--- src/rtl/cache_fill_if.sv ---
// Bundle between the cache fill engine (master) and the cache/CPU/memory side (slave).
interface cache_fill_if #(
  parameter int BLOCK_WORDS = 8
);
  localparam int WW = $clog2(BLOCK_WORDS);

  logic          miss_detected;
  logic [15:0]   miss_address;
  logic          fsm_busy;
  logic          memory_req;
  logic [15:0]   memory_address;
  logic          memory_data_valid;
  logic [15:0]   memory_data;
  logic          write_data_array;
  logic [WW-1:0] fill_word;
  logic [15:0]   fill_data;
  logic          write_tag_array;
  logic [15:0]   block_base;

  modport master (
    input  miss_detected, miss_address, memory_data_valid, memory_data,
    output fsm_busy, memory_req, memory_address, write_data_array,
           fill_word, fill_data, write_tag_array, block_base
  );

  modport slave (
    output miss_detected, miss_address, memory_data_valid, memory_data,
    input  fsm_busy, memory_req, memory_address, write_data_array,
           fill_word, fill_data, write_tag_array, block_base
  );
endinterface

--- src/rtl/cache_fill_fsm.sv ---
// Cache miss fill engine: issues one read per block word, steers returning words
// into the data array and writes the tag with the final word.
module cache_fill_fsm #(
  parameter int BLOCK_WORDS = 8,
  parameter int MEM_LAT     = 4
) (
  input  logic       clk,
  input  logic       rst,
  cache_fill_if.master bus
);
  localparam int WW = $clog2(BLOCK_WORDS);
  localparam int CW = WW + 1;

  localparam logic [0:0] IDLE = 1'b0;
  localparam logic [0:0] FILL = 1'b1;

  localparam logic [CW-1:0] CNT_FULL = CW'(BLOCK_WORDS);
  localparam logic [CW-1:0] CNT_LAST = CW'(BLOCK_WORDS - 1);
  localparam logic [15:0]   OFS_MASK = 16'(2 * BLOCK_WORDS - 1);

  if (MEM_LAT < 1 || (1 << WW) != BLOCK_WORDS) begin : g_bad_param
    $error("cache_fill_fsm: BLOCK_WORDS must be a power of 2 and MEM_LAT >= 1");
  end

  logic [0:0]    state_q, state_d;
  logic [CW-1:0] issue_cnt_q, issue_cnt_d;
  logic [CW-1:0] rcv_cnt_q, rcv_cnt_d;
  logic [15:0]   block_base_q, block_base_d;

  logic issuing;
  logic rcv_fire;
  logic last_word;

  always_comb begin
    issuing   = (state_q == FILL) && (issue_cnt_q < CNT_FULL);
    rcv_fire  = (state_q == FILL) && bus.memory_data_valid;
    last_word = rcv_fire && (rcv_cnt_q == CNT_LAST);

    state_d      = state_q;
    issue_cnt_d  = issue_cnt_q;
    rcv_cnt_d    = rcv_cnt_q;
    block_base_d = block_base_q;

    case (state_q)
      IDLE: begin
        if (bus.miss_detected) begin
          state_d      = FILL;
          block_base_d = bus.miss_address & ~OFS_MASK;
          issue_cnt_d  = '0;
          rcv_cnt_d    = '0;
        end
      end
      FILL: begin
        // issue and receive run independently; only the last received word ends the fill
        if (issuing)   issue_cnt_d = issue_cnt_q + 1'b1;
        if (rcv_fire)  rcv_cnt_d   = rcv_cnt_q + 1'b1;
        if (last_word) state_d     = IDLE;
      end
      default: state_d = IDLE;
    endcase
  end

  always_ff @(posedge clk or posedge rst) begin
    if (rst) begin
      state_q      <= IDLE;
      issue_cnt_q  <= '0;
      rcv_cnt_q    <= '0;
      block_base_q <= '0;
    end else begin
      state_q      <= state_d;
      issue_cnt_q  <= issue_cnt_d;
      rcv_cnt_q    <= rcv_cnt_d;
      block_base_q <= block_base_d;
    end
  end

  assign bus.fsm_busy         = (state_q == FILL);
  assign bus.memory_req       = issuing;
  assign bus.memory_address   = issuing ? (block_base_q + (16'(issue_cnt_q) << 1)) : 16'h0000;
  assign bus.write_data_array = rcv_fire;
  assign bus.fill_word        = rcv_cnt_q[WW-1:0];
  // gated so nothing toggles toward the array while idle or in reset
  assign bus.fill_data        = rcv_fire ? bus.memory_data : 16'h0000;
  assign bus.write_tag_array  = last_word;
  assign bus.block_base       = block_base_q;

endmodule
--- src/flat_wrapper.sv ---
// flat-port wrapper written by rule: the top's interface ports become plain ports
module cache_fill_fsm_flat 
#(
  parameter int BLOCK_WORDS = 8,
  parameter int MEM_LAT     = 4
)
  (clk, rst, bus_miss_detected, bus_miss_address, bus_memory_data_valid, bus_memory_data, bus_fsm_busy, bus_memory_req, bus_memory_address, bus_write_data_array, bus_fill_word, bus_fill_data, bus_write_tag_array, bus_block_base);
  cache_fill_if #(.BLOCK_WORDS(BLOCK_WORDS)) bus_i ();
  input  logic clk;
  input  logic rst;
  input wire logic [$bits(bus_i.miss_detected)-1:0] bus_miss_detected;
  input wire logic [$bits(bus_i.miss_address)-1:0] bus_miss_address;
  input wire logic [$bits(bus_i.memory_data_valid)-1:0] bus_memory_data_valid;
  input wire logic [$bits(bus_i.memory_data)-1:0] bus_memory_data;
  output wire logic [$bits(bus_i.fsm_busy)-1:0] bus_fsm_busy;
  output wire logic [$bits(bus_i.memory_req)-1:0] bus_memory_req;
  output wire logic [$bits(bus_i.memory_address)-1:0] bus_memory_address;
  output wire logic [$bits(bus_i.write_data_array)-1:0] bus_write_data_array;
  output wire logic [$bits(bus_i.fill_word)-1:0] bus_fill_word;
  output wire logic [$bits(bus_i.fill_data)-1:0] bus_fill_data;
  output wire logic [$bits(bus_i.write_tag_array)-1:0] bus_write_tag_array;
  output wire logic [$bits(bus_i.block_base)-1:0] bus_block_base;
  assign bus_i.miss_detected = bus_miss_detected;
  assign bus_i.miss_address = bus_miss_address;
  assign bus_i.memory_data_valid = bus_memory_data_valid;
  assign bus_i.memory_data = bus_memory_data;
  assign bus_fsm_busy = bus_i.fsm_busy;
  assign bus_memory_req = bus_i.memory_req;
  assign bus_memory_address = bus_i.memory_address;
  assign bus_write_data_array = bus_i.write_data_array;
  assign bus_fill_word = bus_i.fill_word;
  assign bus_fill_data = bus_i.fill_data;
  assign bus_write_tag_array = bus_i.write_tag_array;
  assign bus_block_base = bus_i.block_base;
  cache_fill_fsm #(.BLOCK_WORDS(BLOCK_WORDS), .MEM_LAT(MEM_LAT)) u_core (.clk(clk), .rst(rst), .bus(bus_i));
endmodule
--- config.mk ---
export PLATFORM = sky130hd
export DESIGN_NAME = cache_fill_fsm_flat
export DESIGN_NICKNAME = d
export VERILOG_FILES = /design/src/rtl/cache_fill_if.sv /design/src/rtl/cache_fill_fsm.sv /design/src/flat_wrapper.sv
export SDC_FILE = /design/constraint.sdc
export NUM_CORES = 1
export LEC_CHECK = 0
export ABC_AREA = 1
export BUFFER_PORTS_ARGS = -buffer_cell sky130_fd_sc_hd__buf_4
export CORE_MARGIN = 1
export CORE_UTILIZATION = 45
export DETAILED_ROUTE_END_ITERATION = 12
export PLACE_DENSITY = 0.85
export RECOVER_POWER = 25
export SLEW_MARGIN = 20
export SYNTH_ARGS = -nofsm -noshare
export SYNTH_HDL_FRONTEND = slang
export SYNTH_SLANG_ARGS = --single-unit
--- constraint.sdc ---
create_clock -name clk -period 2.91 [get_ports clk]
set_input_delay 0.582 -clock clk [delete_from_list [all_inputs] [get_ports clk]]
set_output_delay 0.582 -clock clk [all_outputs]
set_load 0.03 [all_outputs]
==> impl_metrics.csv, run 1 <==
group,metric,value,unit
run_status,status,"complete, but fails checks",
run_status,failed_checks,"DRC",
worst_setup_path,r2r_end,"u_core.bus.block_base[7]",
die,core_area,0.00285,mm2
worst_setup_path,worst-r2r-setup-slack,1.39,ns
yosys,syn_area,0.00139,mm2
worst_setup_path,end_kind,"primary output",
routing,wl_per_cell,11.0,um
power_and_ir_drop,power.share.switching,0.552,
worst_setup_path,critPathKind,"reg2out",
timing,max_slew_margin,0.469,
placement,dpl.hpwl,2.76,mm
layout,multi_input_area,664,um2
routing,dr.pass1.iters,8,
routing,finalWirelength,3.51,mm
power_and_ir_drop,p_switching,1.27,mW
die,dieArea,0.00332,mm2
yosys,ys_ff_latch,21,
yosys,ys.warnings.count,0,
routing,antenna_left,0,
clock_tree,clockRootBuffer,"clkbuf_4",
worst_setup_path,required,2.33,ns
timing,timing.final.crit_share,0.807,
global_routing,grt_use_total,0.222,
layout,area_delta_synth_final,43.6,%
worst_setup_path,ff2ff_path_depth,5,
worst_setup_path,start_kind,"register",
worst_setup_path,crit_fanout,14,
layout,fill_cells,279,
power_and_ir_drop,power_leakage,1.17,nW
clock_tree,cts.sinks,21,
global_routing,grt_overflow,0,
global_routing,grt_max_degree,22,
clock_tree,cts_tree,"built",
placement,gp_congestion,0.891,
routing,drc,7,
power_and_ir_drop,pwr-share-comb,0.675,
yosys,syn_avg_cell_area,6.62,um2
timing,drv_slew,0,
power_and_ir_drop,internal_power,1.03,mW
routing,dr.first_iter.drc_count,70,
clock_tree,h-tree-depth,1,
timing,min_period,2.35,ns
die,die-width,57.6,um
worst_setup_path,crit_path_end,"bus_memory_address[9]",
routing,vias,1541,
run,max_cap_viol_count,0,
clock_tree,post_cts_resized,0,
layout,antennaDiodeCount,0,
placement,io_buffer_count,81,
timing,finalHoldViolCount,0,
clock_tree,clk_pin_slew,0.12,ns
timing,fin_skew,0.00154,ns
layout,nNetsFinal,328,
power_and_ir_drop,ir_drop,0.517,mV
yosys,synth_cell_type_count,20,
layout,drive_gt1_frac,0.317,
die,die_h,57.6,um
yosys,syn_inst,210,
timing,timing.fmax,426,MHz
timing,setup_tns,0,ns
die,rows,19,
timing,rsz0062_at_grt,"false",
clock_tree,clockBufferDepth,2,
worst_setup_path,crit_start,"u_core.issue_cnt_q[3]",
clock_tree,cts_buffers,3,
power_and_ir_drop,power.density,1150,mW/mm2
hold_path,hp-class,"in2async",
timing,worstMarginPinSlew,0.796,ns
die,ios,91,
worst_setup_path,rr_startpoint,"u_core.bus.fsm_busy",
layout,final-seq-area,526,um2
timing,setup_viol,0,
clock_tree,worstSkewPairLatency,0.30,ns
routing,vias_per_cell,4.85,
global_routing,antenna_found_initial,0,
power_and_ir_drop,power.total,2.30,mW
clock_tree,post_cts_buffers,0,
clock_tree,hold_buffers,0,
global_routing,grt_pass1_wl,5.71,mm
power_and_ir_drop,p_clk_frac,0.061,
worst_setup_path,critPathArrivalTime,1.77,ns
die,start_util,0.487,
yosys,synth-seq-area-share,0.378,
global_routing,grt_pass1_vias,1460,
power_and_ir_drop,seq_power_share,0.264,
-- power by group through the flow --
stage | clock network [mW] | registers, mW | logic, mW
CTS | 0.143 | 0.610 | 1.57
detailed placement | 0 | 0.616 | 1.56
finish | 0.140 | 0.609 | 1.56
floorplan | 0 | 0.750 | 0.893
global route | 0.154 | 0.631 | 1.69
global placement | 0 | 0.610 | 1.54
-- state kept, by name, indices dropped and copies added, names as in the netlist --
name / count
u_core.rcv_cnt_q: 4
u_core.bus.block_base: 12
u_core.bus.fsm_busy: 1
u_core.issue_cnt_q: 4
-- stage by stage --
step	area [um2]	setup slack, ns	util	hold slack [ns]	cells
finish	2000	0.561	0.700	0.419	318
global route	2000	0.426	0.700	0.456	318
CTS	2000	0.558	0.700	0.439	318
detailed placement	1970	0.920	0.691	0.467	314
global placement	1970	0.917	0.691	0.455	314
floorplan	1410	0.568	-	0.442	214
-- how the worst min path moves through the flow --
| stage | to | slack (ns) | from |
|---|---|---|---|
| floorplan | u_core.rcv_cnt_q[3] | 0.44 | u_core.rcv_cnt_q[3] |
| global placement | u_core.rcv_cnt_q[3] | 0.45 | u_core.rcv_cnt_q[3] |
| detailed placement | u_core.rcv_cnt_q[3] | 0.47 | u_core.rcv_cnt_q[3] |
| CTS | u_core.bus.block_base[8] | 0.44 | rst |
| global route | u_core.bus.block_base[10] | 0.46 | bus_miss_address[10] |
| finish | u_core.rcv_cnt_q[2] | 0.42 | rst |
-- final cells by class --
class | instances | share of cell area
clock buffer | 3 | 0.0113
clock inverter | 1 | 0.00251
inverter | 33 | 0.0621
multi-input combinational | 147 | 0.333
sequential | 21 | 0.263
tap | 31 | 0.0194
timing repair buffer | 82 | 0.308
-- synthesized netlist by cell type, drive strengths merged --
cell type | number | area share
nand2 | 57 | 0.16
nor2 | 41 | 0.12
inv | 33 | 0.089
dfrtp | 21 | 0.38
o21ai | 13 | 0.047
buf | 12 | 0.061
nand3 | 10 | 0.036
a21oi | 9 | 0.032
ha | 4 | 0.036
nor3 | 4 | 0.014
nand4 | 2 | 0.0090
clkbuf | 1 | 0.0027
conb | 1 | 0.0027
o22ai | 1 | 0.0045
xnor2 | 1 | 0.0063
-- routing by layer --
metal  up-vias  GRT usage  share of wire
met5         -          0              0
met4         0     0.0627         0.0074
met3         4     0.0408          0.089
met2        72      0.424           0.51
met1       681      0.247           0.40
li1        784          -              -
-- logic make-up (layout without fill, tap and decap cells) --
group,after synthesis,in the layout,synth area share
AO/OA/AOI/OAI,23,23,0.0837
adder cells (fa/ha/maj),4,4,0.0360
buffers and inverters,46,119,0.153
XOR/XNOR,1,1,0.00630
flip-flops,21,21,0.378
AND/OR/NAND/NOR,114,114,0.340
other,1,5,0.00270
-- placed cells by master, fill, tap and decap left out, types with 2 or more instances in the layout --
cell	netlist	final
buf_4	10	81
nor2_1	38	38
nand3_1	10	10
conb_1	1	5
a21oi_1	9	9
dfrtp_1	21	21
ha_1	4	4
o21ai_0	13	13
nand2_1	55	56
clkbuf_4	0	4
nand4_1	2	2
nor3_1	4	4
inv_1	32	32
nor2_4	2	2
-- critical path, cell delays in order, from the launching register on --
cell and delay (ns):
dfrtp_1 0.46, nor2_4 0.32, inv_1 0.21, nor3_1 0.27, buf_4 0.20
Power figures use the tool's default switching activity.
==> run 2, diff against run 1 <==
- ABC_AREA: 1 -> 0
- CORE_UTILIZATION: 45 -> 38
- PLACE_DENSITY: 0.85 -> 0.77
- clock period: 2.91 -> 2.1 ns (I/O delays scaled with it)
==> run 2 against run 1 <==
The run ends with setup timing left. Routed wire length rose by 8.1%. Sequential power rose by 41%. Utilization decreased by 4.8 points. Hold slack got worse by 0.29 ns. Global-route usage is 1.3 points lower. Combinational power up 19%. Clock skew fell by 0.00054 ns.
==> impl_metrics.csv, run 2 <==
group,metric,value,unit
yosys,yosys.area.top_type,"dfrtp_1",
timing,rsz0062_at_grt,"true",
yosys,synth-seq-area-share,0.384,
global_routing,grt_use_total,0.209,
placement,pre_cts_ws,0.0158,ns
yosys,syn_avg_cell_area,8.01,um2
worst_setup_path,start_kind,"register",
die,rows,21,
placement,io_buffer_count,81,
yosys,syn_area,0.00137,mm2
die,die_h,62.0,um
run_status,failed_checks,"setup timing",
yosys,synthTopCellsByCount,"nand2_1 (45), dfrtp_1 (21), and3_1 (16)",
worst_setup_path,critPathArrivalTime,1.83,ns
timing,max_slew_margin,0.639,
power_and_ir_drop,ir_drop,0.552,mV
worst_setup_path,crit_fanout,6,
global_routing,grt_pass1_wl,6.02,mm
yosys,async_flop_share,1.00,
timing,fin_ws,-0.154,ns
worst_setup_path,ff2ff_path_depth,4,
worst_setup_path,crit_start,"u_core.bus.block_base[4]",
layout,largest_reg_flops,12,
timing,min_period,2.25,ns
placement,dpl.hpwl,2.77,mm
clock_tree,cts_buffers,3,
clock_tree,worstSkewPairLatency,0.29,ns
hold_path,hp-class,"in2async",
worst_setup_path,rr_startpoint,"u_core.bus.fsm_busy",
power_and_ir_drop,power.share.switching,0.505,
routing,vias,1461,
power_and_ir_drop,power_leakage,1.15,nW
die,ios,91,
routing,drc,0,
power_and_ir_drop,power.density,1310,mW/mm2
power_and_ir_drop,power.total,2.90,mW
routing,wl_met2,1.96,mm
worst_setup_path,critPathKind,"reg2out",
die,dieArea,0.00385,mm2
routing,dr.pass1.iters,4,
clock_tree,hold_buffers,0,
power_and_ir_drop,seq_power_share,0.296,
routing,dr.first_iter.drc_count,94,
yosys,yosysMostFrequentCell,"nand2_1",
power_and_ir_drop,internal_power,1.43,mW
global_routing,grt_pass1_vias,1351,
routing,met3_length,139,um
global_routing,grt_overflow,0,
routing,vias_per_cell,4.77,
die,die-width,62.0,um
global_routing,grt_max_degree,21,
worst_setup_path,required,1.68,ns
yosys,synthTopCellsByArea,"dfrtp_1 (38%), nand2_1 (12%), and3_1 (7.3%)",
clock_tree,cts_tree,"built",
timing,fin_skew,0.000998,ns
placement,gp_congestion,0.764,
run,max_cap_viol_count,0,
die,start_util,0.404,
yosys,ys_ff_latch,21,
layout,antennaDiodeCount,0,
global_routing,antenna_found_initial,0,
worst_setup_path,crit_path_end,"bus_memory_address[13]",
routing,antenna_left,0,
clock_tree,clockRootBuffer,"clkbuf_4",
layout,final_common_cell,"buf_4",
timing,finalHoldViolCount,0,
power_and_ir_drop,pwr-share-comb,0.637,
yosys,ys.warnings.count,0,
routing,wl_per_cell,12.4,um
routing,finalWirelength,3.80,mm
timing,worstMarginPinSlew,0.541,ns
timing,timing.final.crit_share,1.07,
clock_tree,cts.sinks,21,
layout,area_delta_synth_final,61.2,%
yosys,synth_cell_type_count,33,
routing,routed.top_layer,"met4",
timing,drv_slew,0,
clock_tree,clockBufferDepth,2,
die,core_area,0.00339,mm2
clock_tree,h-tree-depth,1,
layout,drive_gt1_frac,0.454,
worst_setup_path,r2r_end,"u_core.issue_cnt_q[1]",
yosys,synthFlopType,"dfrtp_1",
power_and_ir_drop,p_switching,1.46,mW
yosys,syn_inst,171,
yosys,synth_edf_count,0,
clock_tree,clk_pin_slew,0.11,ns
timing,setup_viol,7,
power_and_ir_drop,p_clk_frac,0.066,
worst_setup_path,end_kind,"primary output",
worst_setup_path,worst-r2r-setup-slack,0.61,ns
layout,final_cell_mix,"buf_4 (87), nand2_1 (45), dfrtp_1 (18)",
run_status,status,"complete, but fails checks",
yosys,yosys.area.top_type_share,0.384,
layout,stdcell_count,306,
timing,setup_tns,-0.528,ns
timing,timing.fmax,444,MHz
placement,dp_cells,294,
layout,nNetsFinal,301,
routing,drt-met1-wl,1.69,mm
[run 2: changes by cell type in the layout (fill, tap and decap cells not counted), moves of 6 or more]
cell     change
buf_6        +8
and3_1      +16
nand2_1     -11
nor2_1      -30
a21oi_1      -8
buf_4        +6
o21ai_0      -7
inv_1       -27
nand3_1      -6
[run 2: cell families after synthesis]
kind of cell               Yosys count  synth area share
adders and majority gates            4            0.0365
AOI/OAI and AO/OA                   19            0.0822
DFF                                 21             0.384
other                                1           0.00274
buffers and inverters               22            0.0831
xor gates and xnor gates             5            0.0320
and+or+nand+nor                     96             0.358
muxes                                3            0.0219
[run 2: through the flow]
step            util  hold WS, ns  cell area [um2]
4_1_cts        0.650        0.147             2200
5_1_grt        0.652        0.175             2210
6_report       0.652        0.132             2210
2_1_floorplan      -        0.396             1420
3_5_place_dp   0.605        0.470             2050
3_3_place_gp   0.605        0.468             2050
[run 2: area by class of cell]
| cell class | instances | area [um2] |
|---|---|---|
| clock buffers | 4 | 26.3 |
| fillers | 298 | 1180 |
| inverters | 6 | 22.5 |
| multi-input cells | 132 | 818 |
| flip-flops and latches | 21 | 529 |
| well taps | 46 | 57.6 |
| repair buffers | 97 | 754 |
[run 2: routing by layer]
layer	vias to the layer above	GRT usage
li1	740	-
met1	682	0.260
met2	37	0.381
met3	2	0.0228
met4	0	0.0540
met5	-	0
[run 2: worst max-delay path, cell delays in order, from the launching register on]
cell     delay (ns)
dfrtp_2        0.45
ha_4           0.15
nand4_1        0.09
buf_6          0.16
or4_4          0.41
a21oi_2        0.14
buf_6          0.14
[run 2: what timing repair did]
item,in CTS,in global routing
setup buffers,7,1
setup endpoints to repair,7,7
cloned,0,0
pin swaps,11,6
resized for setup,19,0
[run 2: power groups by stage]
stage | combinational, mW | sequential (mW) | clock, mW
after global placement | 1.64 | 0.864 | 0
after floorplan | 0.885 | 1.06 | 0
final | 1.85 | 0.858 | 0.191
after global routing | 2.01 | 0.892 | 0.211
after detailed placement | 1.68 | 0.871 | 0
after CTS | 1.85 | 0.851 | 0.200
[run 2: worst min path at each step]
stage | start | endpoint | slack [ns] | cells past startpoint
after floorplan | rst | u_core.bus.block_base[10] | 0.40 | 1
after global placement | rst | u_core.issue_cnt_q[1] | 0.47 | 2
after detailed placement | u_core.rcv_cnt_q[3] | u_core.rcv_cnt_q[3] | 0.47 | 1
after CTS | rst | u_core.issue_cnt_q[0] | 0.15 | 2
after global routing | rst | u_core.issue_cnt_q[0] | 0.18 | 2
final | rst | u_core.issue_cnt_q[0] | 0.13 | 2
==> run 3, diff against run 2 <==
- SETUP_SLACK_MARGIN: not set -> 0.4
==> run 3 against run 2 <==
The run still ends with setup timing left. Combinational power grew 22%. Flip-flop and latch count is the same. Design area grew 23%. Register-to-register slack lost 0.16 ns. Largest cell class is now non-clock buffers. Largest power group unchanged. Highest routed layer unchanged. Clock skew grew 0.0048 ns.
==> impl_metrics.csv, run 3 (synthesis results as in run 2) <==
group,metric,value,unit
hold_path,hold_depth,3,
timing,max_slew_margin,0.231,
run_status,status,"complete, but fails checks",
timing,finalHoldViolCount,0,
layout,fin_util,0.803,
worst_setup_path,critPathKind,"reg2out",
placement,pre_cts_ws,0.0121,ns
routing,vias_per_cell,5.15,
layout,fill_cells,218,
timing,min_period,2.35,ns
layout,final-seq-area,533,um2
global_routing,grt_pass1_vias,1561,
hold_path,min_from,"bus_miss_address[15]",
global_routing,grt_pass1_wl,6.80,mm
die,rows,21,
worst_setup_path,r2r_end,"u_core.rcv_cnt_q[2]",
die,die_h,62.0,um
routing,vias,1658,
timing,timing.final.crit_share,1.12,
die,ios,91,
global_routing,antenna_found_initial,0,
routing,dr.first_iter.drc_count,157,
timing,setup_tns,-1.24,ns
timing,worstMarginPinSlew,1.15,ns
worst_setup_path,crit_start,"u_core.issue_cnt_q[3]",
routing,antenna_left,0,
hold_path,min_to,"u_core.bus.block_base[15]",
worst_setup_path,end_kind,"primary output",
timing,drv_slew,0,
layout,drive_gt1_frac,0.623,
placement,dpl.hpwl,2.71,mm
clock_tree,clockBufferDepth,2,
timing,timing.fmax,426,MHz
clock_tree,cts.sinks,21,
power_and_ir_drop,power.total,3.38,mW
layout,final_cell_mix,"buf_4 (61), buf_6 (45), nand2_1 (42)",
run_status,failed_checks,"setup timing",
clock_tree,clk_pin_slew,0.13,ns
placement,io_buffer_count,81,
die,dieArea,0.00385,mm2
layout,multi_input_area,0.00100,mm2
clock_tree,cts_buffers,3,
worst_setup_path,crit_fanout,7,
power_and_ir_drop,power_leakage,1.30,nW
routing,finalWirelength,4.91,mm
layout,antennaDiodeCount,0,
die,core_area,0.00339,mm2
hold_path,hp-class,"in2reg",
worst_setup_path,critPathArrivalTime,1.93,ns
timing,fin_ws,-0.246,ns
die,start_util,0.404,
global_routing,grt_use_total,0.246,
layout,finalInstanceArea,0.00272,mm2
clock_tree,cts_tree,"built",
power_and_ir_drop,power.density,1240,mW/mm2
worst_setup_path,rr_startpoint,"u_core.bus.fsm_busy",
worst_setup_path,required,1.68,ns
routing,drc,0,
worst_setup_path,start_kind,"register",
layout,final_common_cell,"buf_4",
global_routing,grt_max_degree,22,
timing,fin_skew,0.00580,ns
clock_tree,h-tree-depth,1,
power_and_ir_drop,ir_drop,0.475,mV
timing,setup_viol,10,
routing,dr.pass1.iters,4,
placement,gp_congestion,0.748,
worst_setup_path,worst-r2r-setup-slack,0.45,ns
routing,wl_per_cell,15.3,um
layout,area_delta_synth_final,98.7,%
worst_setup_path,ff2ff_path_depth,7,
clock_tree,worstSkewPairLatency,0.30,ns
global_routing,grt_overflow,0,
clock_tree,clockRootBuffer,"clkbuf_4",
timing,rsz0062_at_grt,"true",
layout,nNetsFinal,317,
layout,largest_reg_flops,12,
run,max_cap_viol_count,0,
placement,placed_area,0.00212,mm2
die,die-width,62.0,um
run 3: final cells by class:
class | instances | area share
sequential | 21 | 0.196
multi-input combinational | 132 | 0.368
clock buffer | 3 | 0.00827
tap | 46 | 0.0211
inverter | 6 | 0.0110
timing repair buffer | 113 | 0.393
clock inverter | 1 | 0.00276
run 3: how the worst max path moves through the flow:
stage	end	slack, ns
floorplan	bus_memory_address[15]	0.05
global placement	bus_memory_address[15]	0.05
detailed placement	bus_memory_address[15]	0.01
CTS	bus_memory_address[14]	-0.19
global route	bus_memory_address[13]	-0.30
finish	bus_memory_address[13]	-0.25
run 3: through the flow:
| step | hold slack, ns | instances |
|---|---|---|
| after CTS | 0.128 | 313 |
| final | 0.291 | 322 |
| after global placement | 0.474 | 293 |
| after global routing | 0.296 | 322 |
| after floorplan | 0.396 | 175 |
| after detailed placement | 0.471 | 293 |
run 3: layer usage:
metal	up-vias	part of all wire	GRT usage
met2	90	0.55	0.474
li1	774	-	-
met1	790	0.37	0.271
met4	0	0.0088	0.0698
met3	4	0.075	0.0455
met5	-	0	0
run 3: repair_timing:
item                       in CTS  in global routing
setup buffers                  15                  8
setup endpoints to repair      25                 34
cloned                          1                  1
hold buffers                    0                  0
resized for setup              70                 19
pin swaps                      23                 16
run 3: worst max-delay path, cell delays in order, from the launching register on:
cell     delay, ns
dfrtp_2       0.45
ha_4          0.16
nand4_1       0.13
buf_6         0.17
or4_4         0.43
a21oi_4       0.14
buf_6         0.14
run 3: where the power goes:
| group | leakage, nW | switching [mW] | internal (mW) |
|---|---|---|---|
| sequential | 0.247 | 0.317 | 0.605 |
| combinational | 1.04 | 1.22 | 1.03 |
| clock | 0.0139 | 0.132 | 0.0724 |
| total | 1.30 | 1.67 | 1.70 |
